File: config.mk
export PLATFORM = sky130hd
export DESIGN_NAME = debounce_edge
export DESIGN_NICKNAME = d
export VERILOG_FILES = /design/src/rtl/debounce_pkg.sv /design/src/rtl/debounce_edge_cnt.sv /design/src/rtl/debounce_edge.sv
export SDC_FILE = /design/constraint.sdc
export NUM_CORES = 1
export LEC_CHECK = 0
export ABC_AREA = 1
export ABC_CLOCK_PERIOD_IN_PS = 1790
export BUFFER_PORTS_ARGS = -buffer_cell sky130_fd_sc_hd__buf_2
export CAP_MARGIN = 20
export CORE_AREA = 2 2 39 41
export CTS_CLUSTER_SIZE = 25
export DETAILED_ROUTE_END_ITERATION = 16
export DIE_AREA = 0 0 41 43
export GPL_ROUTABILITY_DRIVEN = 0
export SYNTH_ARGS = -nofsm -noshare
export SYNTH_HDL_FRONTEND = slang
export SYNTH_SLANG_ARGS = --single-unit
File: constraint.sdc
create_clock -name i_clk -period 1.79 [get_ports i_clk]
set_input_delay 0 -clock i_clk [delete_from_list [all_inputs] [get_ports i_clk]]
set_output_delay 0 -clock i_clk [all_outputs]
set_load 0.01 [all_outputs]
File: src/rtl/debounce_pkg.sv
// Shared types and helpers for the debounce_edge block.
// Glitch statistics are enabled at build time with DEBOUNCE_GLITCH_STATS_EN.
package debounce_pkg;

    typedef enum logic [1:0] {
        S_LOW      = 2'd0,
        S_CHK_HIGH = 2'd1,
        S_HIGH     = 2'd2,
        S_CHK_LOW  = 2'd3
    } state_t;

    localparam int GLITCH_CNT_W = 8;

    // Debounced level presented while in a given state.
    function automatic logic level_of(input state_t s);
        return (s == S_HIGH) || (s == S_CHK_LOW);
    endfunction

    function automatic logic is_chk(input state_t s);
        return (s == S_CHK_HIGH) || (s == S_CHK_LOW);
    endfunction

endpackage

File: src/rtl/debounce_edge_cnt.sv
// Stability counter for debounce_edge: clear, increment and terminal flag.
module debounce_cnt #(
    parameter int STABLE_CYCLES = 4,
    parameter int CNT_W         = $clog2(STABLE_CYCLES + 1)
) (
    input  logic i_clk,
    input  logic i_arst,
    input  logic i_clr,
    input  logic i_inc,
    output logic o_term
);

    logic [CNT_W-1:0] cnt_q;

    // NOTE: sequential state is updated with non-blocking assignments only, so
    // every flop samples the pre-edge value of its neighbours.
    always_ff @(posedge i_clk or posedge i_arst) begin
        if (i_arst) begin
            cnt_q <= '0;
        end else if (i_clr) begin
            cnt_q <= '0;
        end else if (i_inc) begin
            cnt_q <= cnt_q + CNT_W'(1);
        end
    end

    assign o_term = (cnt_q == CNT_W'(STABLE_CYCLES - 1));

endmodule

File: src/rtl/debounce_edge.sv
// Glitch filter with registered level and single-cycle rise/fall pulses.
// Define DEBOUNCE_GLITCH_STATS_EN to build the saturating glitch counter.
module debounce_edge
    import debounce_pkg::*;
#(
    parameter int   STABLE_CYCLES = 4,
    parameter logic RST_LEVEL     = 1'b0
) (
    input  logic                    i_clk,
    input  logic                    i_arst,
    input  logic                    i_synced_bit,
    input  logic                    i_en,
    output logic                    o_level,
    output logic                    o_rise,
    output logic                    o_fall,
    output logic [GLITCH_CNT_W-1:0] o_glitch_cnt
);

    localparam int     CNT_W     = $clog2(STABLE_CYCLES + 1);
    localparam state_t RST_STATE = RST_LEVEL ? S_HIGH : S_LOW;

    if (STABLE_CYCLES < 1 || STABLE_CYCLES > 65535) begin : g_bad_stable_cycles
        $error("debounce_edge: STABLE_CYCLES must be within 1..65535");
    end

    state_t state_q, state_d;
    logic   cnt_term, cnt_inc, cnt_clr;
    logic   level_d, rise_d, fall_d;

    debounce_cnt #(
        .STABLE_CYCLES(STABLE_CYCLES),
        .CNT_W        (CNT_W)
    ) u_cnt (
        .i_clk (i_clk),
        .i_arst(i_arst),
        .i_clr (cnt_clr),
        .i_inc (cnt_inc),
        .o_term(cnt_term)
    );

    always_ff @(posedge i_clk or posedge i_arst) begin
        if (i_arst) state_q <= RST_STATE;
        else        state_q <= state_d;
    end

    // NOTE: state_d gets a default before the case so every path assigns it
    // and no latch is inferred.
    always_comb begin
        state_d = state_q;
        if (i_en) begin
            unique case (state_q)
                S_LOW:      if (i_synced_bit)
                                state_d = (STABLE_CYCLES == 1) ? S_HIGH : S_CHK_HIGH;
                S_CHK_HIGH: if (!i_synced_bit) state_d = S_LOW;
                            else if (cnt_term) state_d = S_HIGH;
                S_HIGH:     if (!i_synced_bit)
                                state_d = (STABLE_CYCLES == 1) ? S_LOW : S_CHK_LOW;
                S_CHK_LOW:  if (i_synced_bit)  state_d = S_HIGH;
                            else if (cnt_term) state_d = S_LOW;
                default:    state_d = RST_STATE;
            endcase
        end
    end

    // Every counted sample lands in a CHK state; leaving one always clears.
    always_comb begin
        level_d = level_of(state_d);
        rise_d  = level_d && !level_of(state_q);
        fall_d  = !level_d && level_of(state_q);
        cnt_inc = i_en && is_chk(state_d);
        cnt_clr = i_en && is_chk(state_q) && !is_chk(state_d);
    end

    always_ff @(posedge i_clk or posedge i_arst) begin
        if (i_arst) begin
            o_level <= RST_LEVEL;
            o_rise  <= 1'b0;
            o_fall  <= 1'b0;
        end else begin
            o_level <= level_d;
            o_rise  <= rise_d;
            o_fall  <= fall_d;
        end
    end

`ifdef DEBOUNCE_GLITCH_STATS_EN
    // A glitch is a check abandoned without a level change.
    logic glitch_ev;
    assign glitch_ev = cnt_clr && (level_of(state_d) == level_of(state_q));

    always_ff @(posedge i_clk or posedge i_arst) begin
        if (i_arst) begin
            o_glitch_cnt <= '0;
        end else if (glitch_ev && (o_glitch_cnt != '1)) begin
            o_glitch_cnt <= o_glitch_cnt + GLITCH_CNT_W'(1);
        end
    end
`else
    assign o_glitch_cnt = '0;
`endif

endmodule

# ---- Word-level counts from Yosys, hierarchy flattened
# Cells that the tools add are included.
dict set report totals {
  elab_cells 37
  out_inout_bits 11
  register_bits 8
}
dict set report op_classes {
  addsub 1
  n_eq_ne 7
  n_reduce_logical 14
  mux 10
}
# cell n
set ops {}
lappend ops {{$mux W2} 7}
lappend ops {{$eq A2 B2 Y1 const B} 4}
lappend ops {{$pmux W2 S4} 1}
lappend ops {{$mux W3} 2}
lappend ops {{$logic_and A1 B1 Y1} 5}
lappend ops {{$eq A2 B1 Y1 const B} 2}
lappend ops {{$logic_or A1 B1 Y1} 4}
lappend ops {{$add A3 B1 Y3 const B} 1}
lappend ops {{$eq A3 B2 Y1 const B} 1}
lappend ops {{$logic_not A1 Y1} 3}
lappend ops {{$logic_not A2 Y1} 1}
lappend ops {{$reduce_bool A2 Y1} 1}

# ---- Depth between registers and ports, before layout
dict set report logic_depth {
  ltp_word 10
  ltp_mapped 7
  ltp_nobuf 7
}

# ---- By module
# A second synthesis with hierarchy kept.
dict set report unflattened {
  hier_cells 59
  hier_area_um2 460.4
}
# module area_each_um2 n_inst cells_per_inst
set by_module_without_submodules {}
lappend by_module_without_submodules {debounce_edge 297.8 1 39}
lappend by_module_without_submodules {debounce_cnt 162.7 1 20}

# ---- Least setup slack after synthesis
# Ideal clock, no wire load.
dict set report synth_path {
  kind {flip-flop to flip-flop}
  from {register u_cnt.cnt_q[0]}
  to {register u_cnt.cnt_q[0]}
  period_less_slack_ps 1250
  t_required_ps 1673
  path_buffers 0
  path_stages_with_launch 7
  t_arrival_ps 1133
  setup_ps 117
  setup_slack_ps 540
  path_cell_list {dfrtp_1 -> ha_1 -> ha_1 -> a21oi_2 -> nand2_2 -> nand3_1 -> nand2_1}
}
dict set report synth_via {
  elab_chain_cells 10
}
# element line
set synth_rtl {}
lappend synth_rtl {{start, declared} debounce_edge_cnt.sv:13} ;# logic [CNT_W-1:0] cnt_q;
lappend synth_rtl {{start signal, assigned} debounce_edge_cnt.sv:23} ;# cnt_q <= cnt_q + CNT_W'(1);
lappend synth_rtl {{$eq A3 B2 Y1} debounce_edge_cnt.sv:27} ;# assign o_term = (cnt_q == CNT_W'(STABLE_CYCLES - 1));
lappend synth_rtl {{$mux W2, on equally long branches} {debounce_edge.sv:59, debounce_edge.sv:55}}
lappend synth_rtl {{$mux W2, on equally long branches} {debounce_edge.sv:58, debounce_edge.sv:54}}
lappend synth_rtl {{$pmux W2 S4} debounce_edge.sv:51} ;# unique case (state_q)
lappend synth_rtl {{$mux W2} debounce_edge.sv:50} ;# if (i_en) begin
lappend synth_rtl {{$eq A2 B1 Y1 or $eq A2 B2 Y1 (tied branches)} debounce_pkg.sv:20} ;# return (s == S_CHK_HIGH) || (s == S_CHK_LOW);
lappend synth_rtl {{$logic_or A1 B1 Y1} debounce_pkg.sv:20}
lappend synth_rtl {{$logic_not A1 Y1} debounce_edge.sv:71} ;# cnt_clr = i_en && is_chk(state_q) && !is_chk(state_d);
lappend synth_rtl {{$logic_and A1 B1 Y1} debounce_edge.sv:71}
lappend synth_rtl {{$mux W3 or $reduce_bool A2 Y1 (tied branches)} -}
# Several ways; a longest one is shown, not always the timed one. The select of a mux whose other input is x is not followed.
# A chain may end at the register's enable or synchronous reset.

# ---- Final worst setup path
dict set report layout_path {
  from {register u_cnt.cnt_q[0]}
  to {register u_cnt.cnt_q[1]}
}
# The elaborated chain is that of the path after synthesis.

==> summary.txt <==
Status
  – Status: complete, no violations

GRT
  – GR Layer Usage met2: 10.3%
  – Total gr overflow: 0
  – Met3 Track Usage GR: 3.14%
  – First-pass GRT wire length: 938 um
  – GRT Resource Usage Total: 8.15%
  – Largest net degree at the start of global routing: 9
  – GR peak layer: met1
  – M1 GR Usage: 10.8%
  – Initial antenna violation count: 0
  – Number of global-route vias before repair: 260

Drt
  – Vias per Instance: 4.03
  – Drt total wl: 558 um
  – Post-route DRC: 0
  – Routed len/inst: 7.54 um
  – Drt pass-1 iters: 3
  – Post-route ant nets: 0
  – Via count: 298
  – Initial DRC count: 5

STA
  – Fmax: roughly 740 MHz
  – Final Slew Violations: 0
  – Final period util: 75.5%
  – Setup_tns: 0 ns
  – RSZ-0062 raised after global routing: no
  – Min Tclk post-route: ~1.4 ns
  – Clock Skews: 0.00112 ns
  – Final hold vios: 0
  – Final setup fails: 0

Synth
  – Synth top area share: a little under half
  – Cell taking the most area after synthesis: dfrtp_1
  – Yosys reg bits: 8
  – Synth top area cells: dfrtp_1, buf_4, nand2_1
  – Post-Syn Instances: 49
  – Seq/Total Area, Yosys: 46.4%
  – Syn Area/Cell: 8.81 sq um
  – Yosys warning count: 0
  – Mapped Area: 432 sq um
  – Distinct cell type count after synthesis: 13

CTS
  – H-tree depth: 1
  – CTS Root Cell: clkbuf_4
  – Clock Path Buffers: 2
  – CTS Buf Count: 3
  – CTS tree: done
  – Clock slew at reported path FFs: 0.05 ns
  – CTS Sinks: 8
  – Clock latency at the later pin of the worst-skew pair: between 0.2 and 0.25 ns

Job
  – Max-Cap Viols: 0

Floorplanning
  – Die X: 41 um
  – CORE AREA: 1380 sq um
  – Die height: 43 um
  – Die area: around 1800 sq um
  – Placement Rows: 14
  – # IOs: 15
  – Initial Util: 31.2%

Critical path
  – Crit Path Max Fanout: 4
  – Critical path class: reg2reg
  – Worst-case reg-to-reg path depth: 6
  – RR Endpoint: u_cnt.cnt_q[1]
  – CP arrival: between 1 and 1.5 ns
  – Setup crit end kind: flip-flop
  – Crit path required time: 1.93 ns
  – RR Startpoint: u_cnt.cnt_q[0]
  – Worst R2R Setup Slack: 0.44 ns
  – Worst Setup SP: u_cnt.cnt_q[0]
  – Crit path to: u_cnt.cnt_q[1]
  – Startpoint type of the worst setup path: flip-flop

Cells and area
  – Area grow syn2layout: 11.3%
  – Fin nets: 66
  – Antenna diode instance count: 0
  – Most frequent cells in the layout: nand2_1, inv_1, conb_1, dfrtp_1, buf_2
  – Final Non-Filler Cells: 74
  – Most common cell after layout, fill and taps aside: nand2_1
  – Share of cells above drive strength 1: 24.1%
  – Design area: between 400 and 500 sq um

Worst hold path
  – HP Class: in2reg
  – Hold Crit Depth: 4

Placed design
  – PortBufs: 6
  – Placed Area: 448 sq um
  – DP Cell Count: 70
  – Placed wire-length estimate: around 470 um

Power and ir drop
  – Worst VDD drop: ~0.00047 V
  – Static Leak: 0.280 nW
  – Design Power: 0.606 mW
  – Pwr Density: 1260 nW/um^2
[registers in the layout (all words and copies together), names as in the netlist]
register,flops
o_fall,1
o_level,1
state_q,2
o_rise,1
u_cnt.cnt_q,3
[metal layers]
| layer | vias up | part of all wire [%] |
|---|---|---|
| met3 | 2 | 7.2 |
| met4 | 0 | 1.8 |
| met1 | 133 | 48 |
| li1 | 151 | - |
| met2 | 12 | 43 |
| met5 | - | 0 |
[cells by family after synthesis]
logic type | count (synthesis) | share of synthesized area, %
flops | 8 | 46.4
other cells | 1 | 0.869
buf+inv | 16 | 20.9
compound gates | 2 | 4.06
fa+ha+maj | 2 | 5.80
simple gates | 20 | 22.0
[how the worst min path moves through the flow]
| stage | slack [ns] | endpoint | start |
|---|---|---|---|
| floorplan | -0.18 | o_fall | i_arst |
| global placement | -0.04 | o_level | i_arst |
| detailed placement | -0.04 | o_rise | i_arst |
| CTS | 0.04 | state_q[0] | i_en |
| global route | 0.06 | o_fall | i_synced_bit |
| finish | 0.04 | state_q[0] | i_en |
[layout make-up]
type / instances / area [sq um]
multi-input cells: 32 / 168
well taps: 16 / 20.0
repair buffers: 7 / 40.0
flip-flops and latches: 8 / 200
fillers: 147 / 903
clock buffers: 3 / 22.5
inverters: 8 / 30.0
[worst max-delay path: stages (launching register included)]
cell     delay, ns
dfrtp_1       0.38
ha_1          0.20
ha_1          0.20
a21oi_2       0.22
nand2_2       0.11
nand3_1       0.08
nand2_1       0.05
[power breakdown]
part           internal [mW]  switching (mW)
clock                 0.0763          0.0544
sequential             0.245          0.0403
combinational         0.0773           0.112
total                  0.399           0.207
[cell usage after synthesis]
cell type and count:
nor2_2 1, conb_1 1, nand2_2 2, o21ai_2 1, inv_1 8, dfrtp_1 8
a21oi_2 1, nor2_1 2, buf_4 8, ha_1 2, nand2_1 9, nand3_1 4
nand3b_1 2
[repair_timing]
item	4_1_cts	5_1_grt
gates resized for setup	0	0
hold buffers	1	0
setup buffers	0	0
hold endpoints to repair	8	0
[through the flow]
step	hold slack (ns)	worst slack (ns)	utilization [%]
after detailed placement	-0.0434	0.434	32.4
after floorplan	-0.184	0.540	-
final	0.0411	0.438	34.7
after global routing	0.0628	0.350	34.7
after global placement	-0.0421	0.431	32.4
after CTS	0.0423	0.428	34.7
No activity file was read; power rests on OpenSTA's default activity.
